## config.mk

```make
export PLATFORM = sky130hd
export DESIGN_NAME = zoom_add_sched_flat
export DESIGN_NICKNAME = d
export VERILOG_FILES = /design/src/rtl/zoom_pkg.sv /design/src/rtl/zoom_add_sched_if.sv /design/src/rtl/zoom_rr_arbiter.sv /design/src/rtl/zoom_add_sched.sv /design/src/flat_wrapper.sv
export SDC_FILE = /design/constraint.sdc
export NUM_CORES = 1
export LEC_CHECK = 0
export ABC_AREA = 1
export CAP_MARGIN = 20
export CORE_ASPECT_RATIO = 0.75
export CORE_MARGIN = 2
export CORE_UTILIZATION = 50
export DETAILED_ROUTE_END_ITERATION = 8
export PLACE_DENSITY = 0.89
export SYNTH_ARGS = -nofsm -noshare
export SYNTH_HDL_FRONTEND = slang
export SYNTH_SLANG_ARGS = --single-unit
```

## constraint.sdc

```tcl
create_clock -name clk -period 4.45 [get_ports clk]
set_clock_uncertainty 0.05 [all_clocks]
set_input_delay 0.89 -clock clk [delete_from_list [all_inputs] [get_ports clk]]
set_output_delay 0.89 -clock clk [all_outputs]
set_load 0.005 [all_outputs]
```

## src/rtl/zoom_pkg.sv

```systemverilog
// rtl/zoom_pkg.sv - shared types and constants for the zoom add scheduler
// Contents: zoom_sched_state_e FSM encoding, default width and requester count.
package zoom_pkg;

  typedef enum logic [1:0] {
    IDLE = 2'd0,
    EXEC = 2'd1,
    HOLD = 2'd2
  } zoom_sched_state_e;

  localparam int ZOOM_WIDTH   = 8;
  localparam int ZOOM_NUM_REQ = 4;

endpackage

```

## src/rtl/zoom_add_sched_if.sv

```systemverilog
// rtl/zoom_add_sched_if.sv - requester and result handshake bundle
// Signals: req_valid/req_ready/req_a/req_b (per-requester operands, packed by index),
//          res_valid/res_ready/res_sum/res_carry/res_id (result stream).
// Modports: master = requester/consumer side, slave = scheduler side.
interface zoom_add_sched_if
  import zoom_pkg::*;
#(
  parameter int WIDTH   = ZOOM_WIDTH,
  parameter int NUM_REQ = ZOOM_NUM_REQ
) ();

  localparam int IDW = $clog2(NUM_REQ);

  logic [NUM_REQ-1:0]       req_valid;
  logic [NUM_REQ-1:0]       req_ready;
  logic [NUM_REQ*WIDTH-1:0] req_a;
  logic [NUM_REQ*WIDTH-1:0] req_b;
  logic                     res_valid;
  logic                     res_ready;
  logic [WIDTH-1:0]         res_sum;
  logic                     res_carry;
  logic [IDW-1:0]           res_id;

  modport master (
    output req_valid, req_a, req_b, res_ready,
    input  req_ready, res_valid, res_sum, res_carry, res_id
  );

  modport slave (
    input  req_valid, req_a, req_b, res_ready,
    output req_ready, res_valid, res_sum, res_carry, res_id
  );

endinterface

```

## src/rtl/zoom_rr_arbiter.sv

```systemverilog
// rtl/zoom_rr_arbiter.sv - combinational round-robin picker
// Inputs:  req (request vector), ptr (last granted index), enable.
// Outputs: grant (one-hot), grant_idx (index of the grant), any_grant.
// Search starts at ptr+1 and wraps, so the last winner has lowest priority.
module zoom_rr_arbiter
  import zoom_pkg::*;
#(
  parameter int  NUM_REQ = ZOOM_NUM_REQ,
  localparam int IDW     = $clog2(NUM_REQ)
) (
  input  logic [NUM_REQ-1:0] req,
  input  logic [IDW-1:0]     ptr,
  input  logic               enable,
  output logic [NUM_REQ-1:0] grant,
  output logic [IDW-1:0]     grant_idx,
  output logic               any_grant
);

  always_comb begin
    logic [IDW-1:0] idx;
    grant     = '0;
    grant_idx = '0;
    any_grant = 1'b0;
    idx       = '0;
    for (int k = 1; k <= NUM_REQ; k++) begin
      idx = IDW'((int'(ptr) + k) % NUM_REQ);
      if (enable && !any_grant && req[idx]) begin
        grant[idx] = 1'b1;
        grant_idx  = idx;
        any_grant  = 1'b1;
      end
    end
  end

endmodule

```

## src/rtl/zoom_add_sched.sv

```systemverilog
// rtl/zoom_add_sched.sv - round-robin scheduler sharing one registered adder
// Ports: clk, rst (sync, active-high), en (grant enable), bus (slave side of
//        zoom_add_sched_if: operand requests in, result stream out), busy.
// Flow: grant -> EXEC (add into result regs) -> HOLD (until consumed).
module zoom_add_sched
  import zoom_pkg::*;
#(
  parameter int  WIDTH   = ZOOM_WIDTH,
  parameter int  NUM_REQ = ZOOM_NUM_REQ,
  localparam int IDW     = $clog2(NUM_REQ)
) (
  input  logic                   clk,
  input  logic                   rst,
  input  logic                   en,
  zoom_add_sched_if.slave        bus,
  output logic                   busy
);

  zoom_sched_state_e state, state_nxt;

  logic [IDW-1:0]     rr_ptr;
  logic [IDW-1:0]     op_id;
  logic [IDW-1:0]     grant_idx;
  logic [WIDTH-1:0]   op_a;
  logic [WIDTH-1:0]   op_b;
  logic [NUM_REQ-1:0] grant;
  logic               accept_ok;
  logic               fire;

  // A new grant may overlap the cycle in which the held result is consumed.
  assign accept_ok = en & ((state == IDLE) | ((state == HOLD) & bus.res_ready));

  zoom_rr_arbiter #(.NUM_REQ(NUM_REQ)) u_arb (
    .req       (bus.req_valid),
    .ptr       (rr_ptr),
    .enable    (accept_ok),
    .grant     (grant),
    .grant_idx (grant_idx),
    .any_grant (fire)
  );

  assign bus.req_ready = grant;
  assign busy          = (state != IDLE);

  always_ff @(posedge clk) begin
    if (rst) begin
      state <= IDLE;
    end else begin
      state <= state_nxt;
    end
  end

  always_comb begin
    state_nxt = state;
    case (state)
      IDLE:    if (fire) state_nxt = EXEC;
      EXEC:    state_nxt = HOLD;
      HOLD:    if (bus.res_ready) state_nxt = fire ? EXEC : IDLE;
      default: state_nxt = IDLE;
    endcase
  end

  always_ff @(posedge clk) begin
    if (rst) begin
      rr_ptr        <= IDW'(NUM_REQ - 1);
      op_a          <= '0;
      op_b          <= '0;
      op_id         <= '0;
      bus.res_valid <= 1'b0;
      bus.res_sum   <= '0;
      bus.res_carry <= 1'b0;
      bus.res_id    <= '0;
    end else begin
      if (fire) begin
        op_a   <= bus.req_a[int'(grant_idx)*WIDTH +: WIDTH];
        op_b   <= bus.req_b[int'(grant_idx)*WIDTH +: WIDTH];
        op_id  <= grant_idx;
        rr_ptr <= grant_idx;
      end
      if (state == EXEC) begin
        {bus.res_carry, bus.res_sum} <= {1'b0, op_a} + {1'b0, op_b};
        bus.res_id    <= op_id;
        bus.res_valid <= 1'b1;
      end else if ((state == HOLD) && bus.res_ready) begin
        // Drops even when a back-to-back grant fires; it returns after EXEC.
        bus.res_valid <= 1'b0;
      end
    end
  end

endmodule

```

## src/flat_wrapper.sv

```systemverilog
// flat-port wrapper written by rule: the top's interface ports become plain ports
module zoom_add_sched_flat import zoom_pkg::*;
#(
  parameter int  WIDTH   = ZOOM_WIDTH,
  parameter int  NUM_REQ = ZOOM_NUM_REQ,
  localparam int IDW     = $clog2(NUM_REQ)
)
  (clk, rst, en, busy, bus_req_valid, bus_req_a, bus_req_b, bus_res_ready, bus_req_ready, bus_res_valid, bus_res_sum, bus_res_carry, bus_res_id);
  zoom_add_sched_if #(.WIDTH(WIDTH), .NUM_REQ(NUM_REQ)) bus_i ();
  input  logic clk;
  input  logic rst;
  input  logic en;
  output logic busy;
  input wire logic [$bits(bus_i.req_valid)-1:0] bus_req_valid;
  input wire logic [$bits(bus_i.req_a)-1:0] bus_req_a;
  input wire logic [$bits(bus_i.req_b)-1:0] bus_req_b;
  input wire logic [$bits(bus_i.res_ready)-1:0] bus_res_ready;
  output wire logic [$bits(bus_i.req_ready)-1:0] bus_req_ready;
  output wire logic [$bits(bus_i.res_valid)-1:0] bus_res_valid;
  output wire logic [$bits(bus_i.res_sum)-1:0] bus_res_sum;
  output wire logic [$bits(bus_i.res_carry)-1:0] bus_res_carry;
  output wire logic [$bits(bus_i.res_id)-1:0] bus_res_id;
  assign bus_i.req_valid = bus_req_valid;
  assign bus_i.req_a = bus_req_a;
  assign bus_i.req_b = bus_req_b;
  assign bus_i.res_ready = bus_res_ready;
  assign bus_req_ready = bus_i.req_ready;
  assign bus_res_valid = bus_i.res_valid;
  assign bus_res_sum = bus_i.res_sum;
  assign bus_res_carry = bus_i.res_carry;
  assign bus_res_id = bus_i.res_id;
  zoom_add_sched #(.WIDTH(WIDTH), .NUM_REQ(NUM_REQ)) u_core (.clk(clk), .rst(rst), .en(en), .bus(bus_i), .busy(busy));
endmodule
```

==> impl_metrics.py, run 1 <==
metrics = {
    "outcome": {
        "status": "finished, final reports clean",
    },
    "sta": {
        "maxSlewHeadroom_pct": 37.4,
        "hold_violations": 0,
        "setup_viol": 0,
        "period_share_pct": 91.0,
        "clock.fmax_mhz": 247,
        "rsz0062_at_grt": "no",
        "finalSetupTns_ps": 0,
        "worst_pin_slew_ps": 935,
        "drv_slew": 0,
        "hold_slack_ps": 407,
        "fin_crit_ps": 4050,
    },
    "clock_tree": {
        "cts.path.max_buffers": 2,
        "clk_pin_slew_worst_paths_ps": 60,
        "cts.hold.buffers_added": 0,
        "clk_latency_ps": 290,
        "cts_setup_buffers": 0,
        "cts_buffers": 5,
        "cts_sinks": 34,
        "cts_tree": "built",
        "htreeDepth": 2,
        "root_buffer": "clkbuf_8",
        "ctsResizeCount": 0,
    },
    "die": {
        "die_w_um": 92.9,
        "die_h_um": 70.7,
        "start_util_pct": 51.5,
        "rows": 24,
        "design.die.area_um2": 6570,
        "ios": 89,
        "coreArea_um2": 5770,
    },
    "grt": {
        "grt_use_total_pct": 23.9,
        "grt-ovfl-total": 0,
        "grt_pass1_wl_um": 12900,
        "grt_pass1_vias": 3083,
        "antenna_found_initial": 0,
        "grt_max_degree": 37,
    },
    "detailed_routing": {
        "routed_via_density": 5.12,
        "met1_length_um": 3170,
        "wl_met2_um": 3880,
        "ant_nets": 0,
        "drtPass1Iterations": 4,
        "drt-initial-drc-count": 128,
        "dr_wl_met3_um": 430,
        "drc": 0,
        "wirelength_um": 7620,
        "top_layer": "met4",
        "dr_total_vias": 3152,
        "wl_per_cell_um": 12.4,
    },
    "final_layout": {
        "final_util_pct": 68.2,
        "area_growth_pct": 32.5,
        "antenna-diode-count": 0,
        "finalNetCount": 626,
        "fillers": 481,
        "drive_above_1_share_pct": 7.81,
    },
    "worst_setup_path": {
        "reg2reg_from": "u_core.rr_ptr[0]",
        "cp_max_fo": 14,
        "startpoint_type": "register",
        "cp-end-kind": "primary output",
        "worst_ep_required_time_ps": 3510,
        "critPathKind": "register to primary output",
        "crit_start": "u_core.rr_ptr[0]",
        "worst-endpoint-arrival_ps": 3110,
    },
    "synth": {
        "ys_ff_latch": 34,
        "synth_top_area_share_pct": 22.9,
        "synth.area.top_cells": "dfxtp_1 (23%), inv_1 (13%), nand3_1 (12%)",
        "ys_seq_area_share_pct": 22.9,
        "synthArstFlopShare_pct": 0,
        "synthMuxAreaShare_pct": 0,
        "yosysTopAreaCell": "dfxtp_1",
        "synth_edf_count": 0,
        "synthTopCellsByCount": "inv_1 (104), nand3_1 (73), nand2_1 (72)",
        "synth-simple-area-share_pct": 38.5,
        "postSynthAreaPerCell_um2": 6.45,
        "synth-compound-area-share_pct": 11.4,
        "synthCells": 460,
        "synthAdderAreaFrac_pct": 7.42,
        "ys_warn_count": 0,
        "yosys.area_share.xor_xnor_pct": 1.48,
        "synth_top_family_by_area": "simple AND/OR/NAND/NOR gates",
        "synth_ff_type": "dfxtp_1",
        "synth_nets": 549,
        "synth_area_um2": 2970,
        "synth_most_common_cell": "inv_1",
        "ys_types": 36,
    },
    "run": {
        "max_cap_violations": 0,
    },
    "placement": {
        "dp_hpwl_um": 5770,
        "portBuffers": 88,
        "place.gp.congestion": 0.926,
    },
    "power": {
        "peakVddDrop_v": 0.000263,
        "p_per_area_nw_per_um2": 618,
        "p_leak_uw": 0.00205,
    },
    "worst_hold_path": {
        "hold_path_startpoint": "u_core.op_id[1]",
        "holdCritPathClass": "register to register",
    },
}
-- cell families (layout without fill, tap and decap cells) --
group                    after synthesis  after routing
AO/OA/AOI/OAI                         58             58
flip-flops                            34             34
AND/OR/NAND/NOR                      217            217
XOR/XNOR                               5              5
adder cells (fa/ha/maj)               17             17
buffers and inverters                129            207
-- critical path, cell delays in order, from the launching register on --
cell,delay [ps]
dfxtp_1,740
inv_6,130
ha_1,420
inv_1,130
nand3_1,100
nand2_1,90
o21bai_4,180
and2_4,210
nand2_4,80
o21ai_0,200
clkdlybuf4s50_1,540
-- stage by stage --
| stage | std cells | setup WS [ps] | power, µW | area, µm² |
|---|---|---|---|---|
| after global placement | 608 | 697 | 2060 | 3820 |
| after global routing | 616 | 228 | 2660 | 3930 |
| after floorplan | 460 | 1640 | 1760 | 2970 |
| after detailed placement | 608 | 593 | 2130 | 3820 |
| after CTS | 616 | 439 | 2420 | 3930 |
| final | 616 | 401 | 2430 | 3930 |
-- power breakdown --
part	switching [µW]	leakage [µW]	internal [µW]
Sequential	87.4	0.000281	429
Clock	111	0.0000524	167
Combinational	1000	0.00172	630
Total	1200	0.00205	1230
-- sequential cells by signal, summed over array words and instances (netlist names) --
signal	count
u_core.op_a	8
u_core.bus.res_sum	8
u_core.bus.res_valid	1
u_core.bus.res_carry	1
u_core.op_id	2
u_core.state	2
u_core.rr_ptr	2
u_core.op_b	8
u_core.bus.res_id	2
-- layout make-up --
| class | instances | area [µm²] | area share (%) |
|---|---|---|---|
| clock buffer | 7 | 76.3 | 1.94 |
| clock inverter | 1 | 30.0 | 0.764 |
| tap | 78 | 97.6 | 2.48 |
| multi-input combinational | 297 | 1740 | 44.4 |
| inverter | 111 | 422 | 10.7 |
| sequential | 34 | 681 | 17.3 |
| timing repair buffer | 88 | 881 | 22.4 |
-- final timing paths --
kind                          end  slack, ps  depth (start not counted)
max              bus_req_ready[2]        400                         10
min          u_core.bus.res_id[1]        410                          2
max reg2reg        u_core.op_a[6]       1070                         15
min reg2reg  u_core.bus.res_id[1]        410                          2
-- routing by layer --
layer  GRT usage (%)  vias up
met2            44.0      106
met1            27.2     1428
met3            5.43       19
met5               0        -
met4            8.50        0
li1                -     1599
-- placed cells by master, fill, tap and decap left out, types with 5 or more instances in the layout --
cell             instances
nand3b_1                16
o21ai_1                 10
ha_1                    16
a21oi_1                 12
o21ai_0                 24
xor2_1                   5
nand3_1                 73
dfxtp_1                 34
clkbuf_8                 5
nand3_2                  6
nand4_1                  5
nor2_1                  22
nand2_2                  9
inv_1                  104
nand2_1                 72
clkdlybuf4s50_1         88
inv_2                    5
Note: power is estimated with default switching activity, not from simulation.
==> run 2, diff against run 1 <==
==> constraint.sdc (replaced) <==
create_clock -name clk -period 4.45 [get_ports clk]
set_clock_uncertainty 0.05 [all_clocks]
set_input_delay 0.89 -clock clk [delete_from_list [all_inputs] [get_ports clk]]
set_output_delay 0.89 -clock clk [all_outputs]
set_load 0.05 [all_outputs]
==> impl_metrics.py, run 2 (synthesis gave the netlist of run 1 again) <==
metrics = {
    "sta": {
        "drv_slew": 0,
        "maxSlewHeadroom_pct": 39.4,
        "clock.fmax_mhz": 268,
        "fin_ws_ps": 721,
        "finalSetupTns_ps": 0,
        "hold_slack_ps": 407,
        "worst_pin_slew_ps": 906,
        "rsz0062_at_grt": "no",
        "fin_crit_ps": 3730,
        "period_share_pct": 83.8,
        "hold_violations": 0,
        "setup_viol": 0,
    },
    "worst_setup_path": {
        "cp_max_fo": 14,
        "reg2reg_from": "u_core.rr_ptr[0]",
        "regToRegSetupSlack_ps": 1050,
        "critPathKind": "register to primary output",
        "cp-end-kind": "primary output",
        "endpoint": "bus_req_ready[3]",
        "crit_start": "u_core.rr_ptr[0]",
        "worst_ep_required_time_ps": 3510,
        "startpoint_type": "register",
        "worst-endpoint-arrival_ps": 2790,
        "rr_endpoint": "u_core.op_a[6]",
        "reg2regPathDepth": 15,
    },
    "clock_tree": {
        "htreeDepth": 2,
        "cts.path.max_buffers": 2,
        "cts_buffers": 5,
        "root_buffer": "clkbuf_8",
        "cts.hold.buffers_added": 0,
        "cts_tree": "built",
        "clk_latency_ps": 280,
        "ctsResizeCount": 0,
        "cts_sinks": 34,
        "cts_setup_buffers": 0,
        "clk_pin_slew_worst_paths_ps": 70,
    },
    "grt": {
        "grt_max_degree": 37,
        "grt_use_total_pct": 22.8,
        "grt_pass1_vias": 3019,
        "grt-ovfl-total": 0,
        "grt_pass1_wl_um": 12500,
        "grt_util_met2_pct": 42.3,
        "antenna_found_initial": 0,
        "top_usage_layer": "met2",
        "met3_usage_pct": 4.37,
        "grt_use_met1_pct": 26.6,
    },
    "power": {
        "combPwrFrac_pct": 70.1,
        "p_int_uw": 1220,
        "p_leak_uw": 0.00206,
        "switchingPower_uw": 1420,
        "finalPower_uw": 2640,
        "clkPwrFrac_pct": 10.4,
        "sw_frac_of_total_pct": 53.7,
        "peakVddDrop_v": 0.000265,
        "p_per_area_nw_per_um2": 673,
        "seq_power_share_pct": 19.6,
    },
    "detailed_routing": {
        "drt-initial-drc-count": 157,
        "routed_via_density": 5.05,
        "wl_per_cell_um": 12.1,
        "wirelength_um": 7420,
        "ant_nets": 0,
        "drc": 0,
        "drtPass1Iterations": 5,
        "dr_total_vias": 3110,
    },
    "die": {
        "die_w_um": 92.9,
        "coreArea_um2": 5770,
        "rows": 24,
        "start_util_pct": 51.5,
        "design.die.area_um2": 6570,
        "ios": 89,
        "die_h_um": 70.7,
    },
    "outcome": {
        "status": "finished, final reports clean",
    },
    "placement": {
        "place.gp.congestion": 0.910,
        "dp_hpwl_um": 5750,
        "dp_cells": 608,
        "preCtsSetupSlack_ps": 885,
        "portBuffers": 88,
    },
    "final_layout": {
        "fillers": 500,
        "finalNetCount": 626,
        "fin_cells": 616,
        "area_growth_pct": 32.2,
        "final_cell_mix": "inv_1 (104), clkdlybuf4s50_1 (84), nand3_1 (73)",
        "drive_above_1_share_pct": 8.55,
        "largestRegisters": "u_core.bus.res_sum x8, u_core.op_a x8, u_core.op_b x8",
        "antenna-diode-count": 0,
        "layout_commonest_cell": "inv_1",
    },
    "worst_hold_path": {
        "holdCritPathClass": "register to register",
        "hold-path-cell-count": 2,
        "hold_path_startpoint": "u_core.op_id[1]",
    },
    "run": {
        "max_cap_violations": 0,
    },
}
[run 2: cell types whose count changed in the layout (fill, tap and decap cells not counted), sizes merged]
cell,before,now
buf,0,4
clkdlybuf4s50,88,84
[run 2: worst max-delay path: stages (launching register included)]
cell,delay (ps)
dfxtp_1,730
inv_6,130
ha_1,430
inv_1,130
nand3_1,100
nand2_1,80
o21bai_4,200
and2_4,220
nand2_4,80
o21ai_0,170
buf_4,230
[run 2: stage by stage]
stage	util (%)	area [µm²]
2_1_floorplan	-	2970
3_3_place_gp	66.2	3810
3_5_place_dp	66.2	3810
4_1_cts	68.0	3920
5_1_grt	68.0	3920
6_report	68.0	3920
[run 2: final cells by class]
cell class              count  area, µm²  share of cell area (%)
inverters                 111        422                    10.8
clock buffers               7       76.3                    1.95
multi-input cells         297       1740                    44.5
flip-flops and latches     34        681                    17.4
repair buffers             88        871                    22.2
well taps                  78       97.6                    2.49
clock inverters             1       30.0                   0.766
[run 2: worst min path at each step]
stage / slack, ps / endpoint
floorplan: 370 / u_core.bus.res_id[1]
global placement: 390 / u_core.bus.res_id[1]
detailed placement: 390 / u_core.bus.res_id[1]
CTS: 410 / u_core.bus.res_id[1]
global route: 440 / u_core.bus.res_valid
finish: 410 / u_core.bus.res_id[1]
[run 2: per-layer routing]
metal | up-vias | wire (µm)
li1 | 1607 | -
met1 | 1378 | 3140
met2 | 115 | 3740
met3 | 10 | 447
met4 | 0 | 91
met5 | - | 0
[run 2: power by group through the flow]
stage                     Sequential, µW  Combinational (µW)  Clock [µW]
after detailed placement             522                1830           0
after global placement               518                1770           0
after global routing                 533                2040         289
after floorplan                      644                1340           0
after CTS                            516                1840         276
final                                516                1850         273
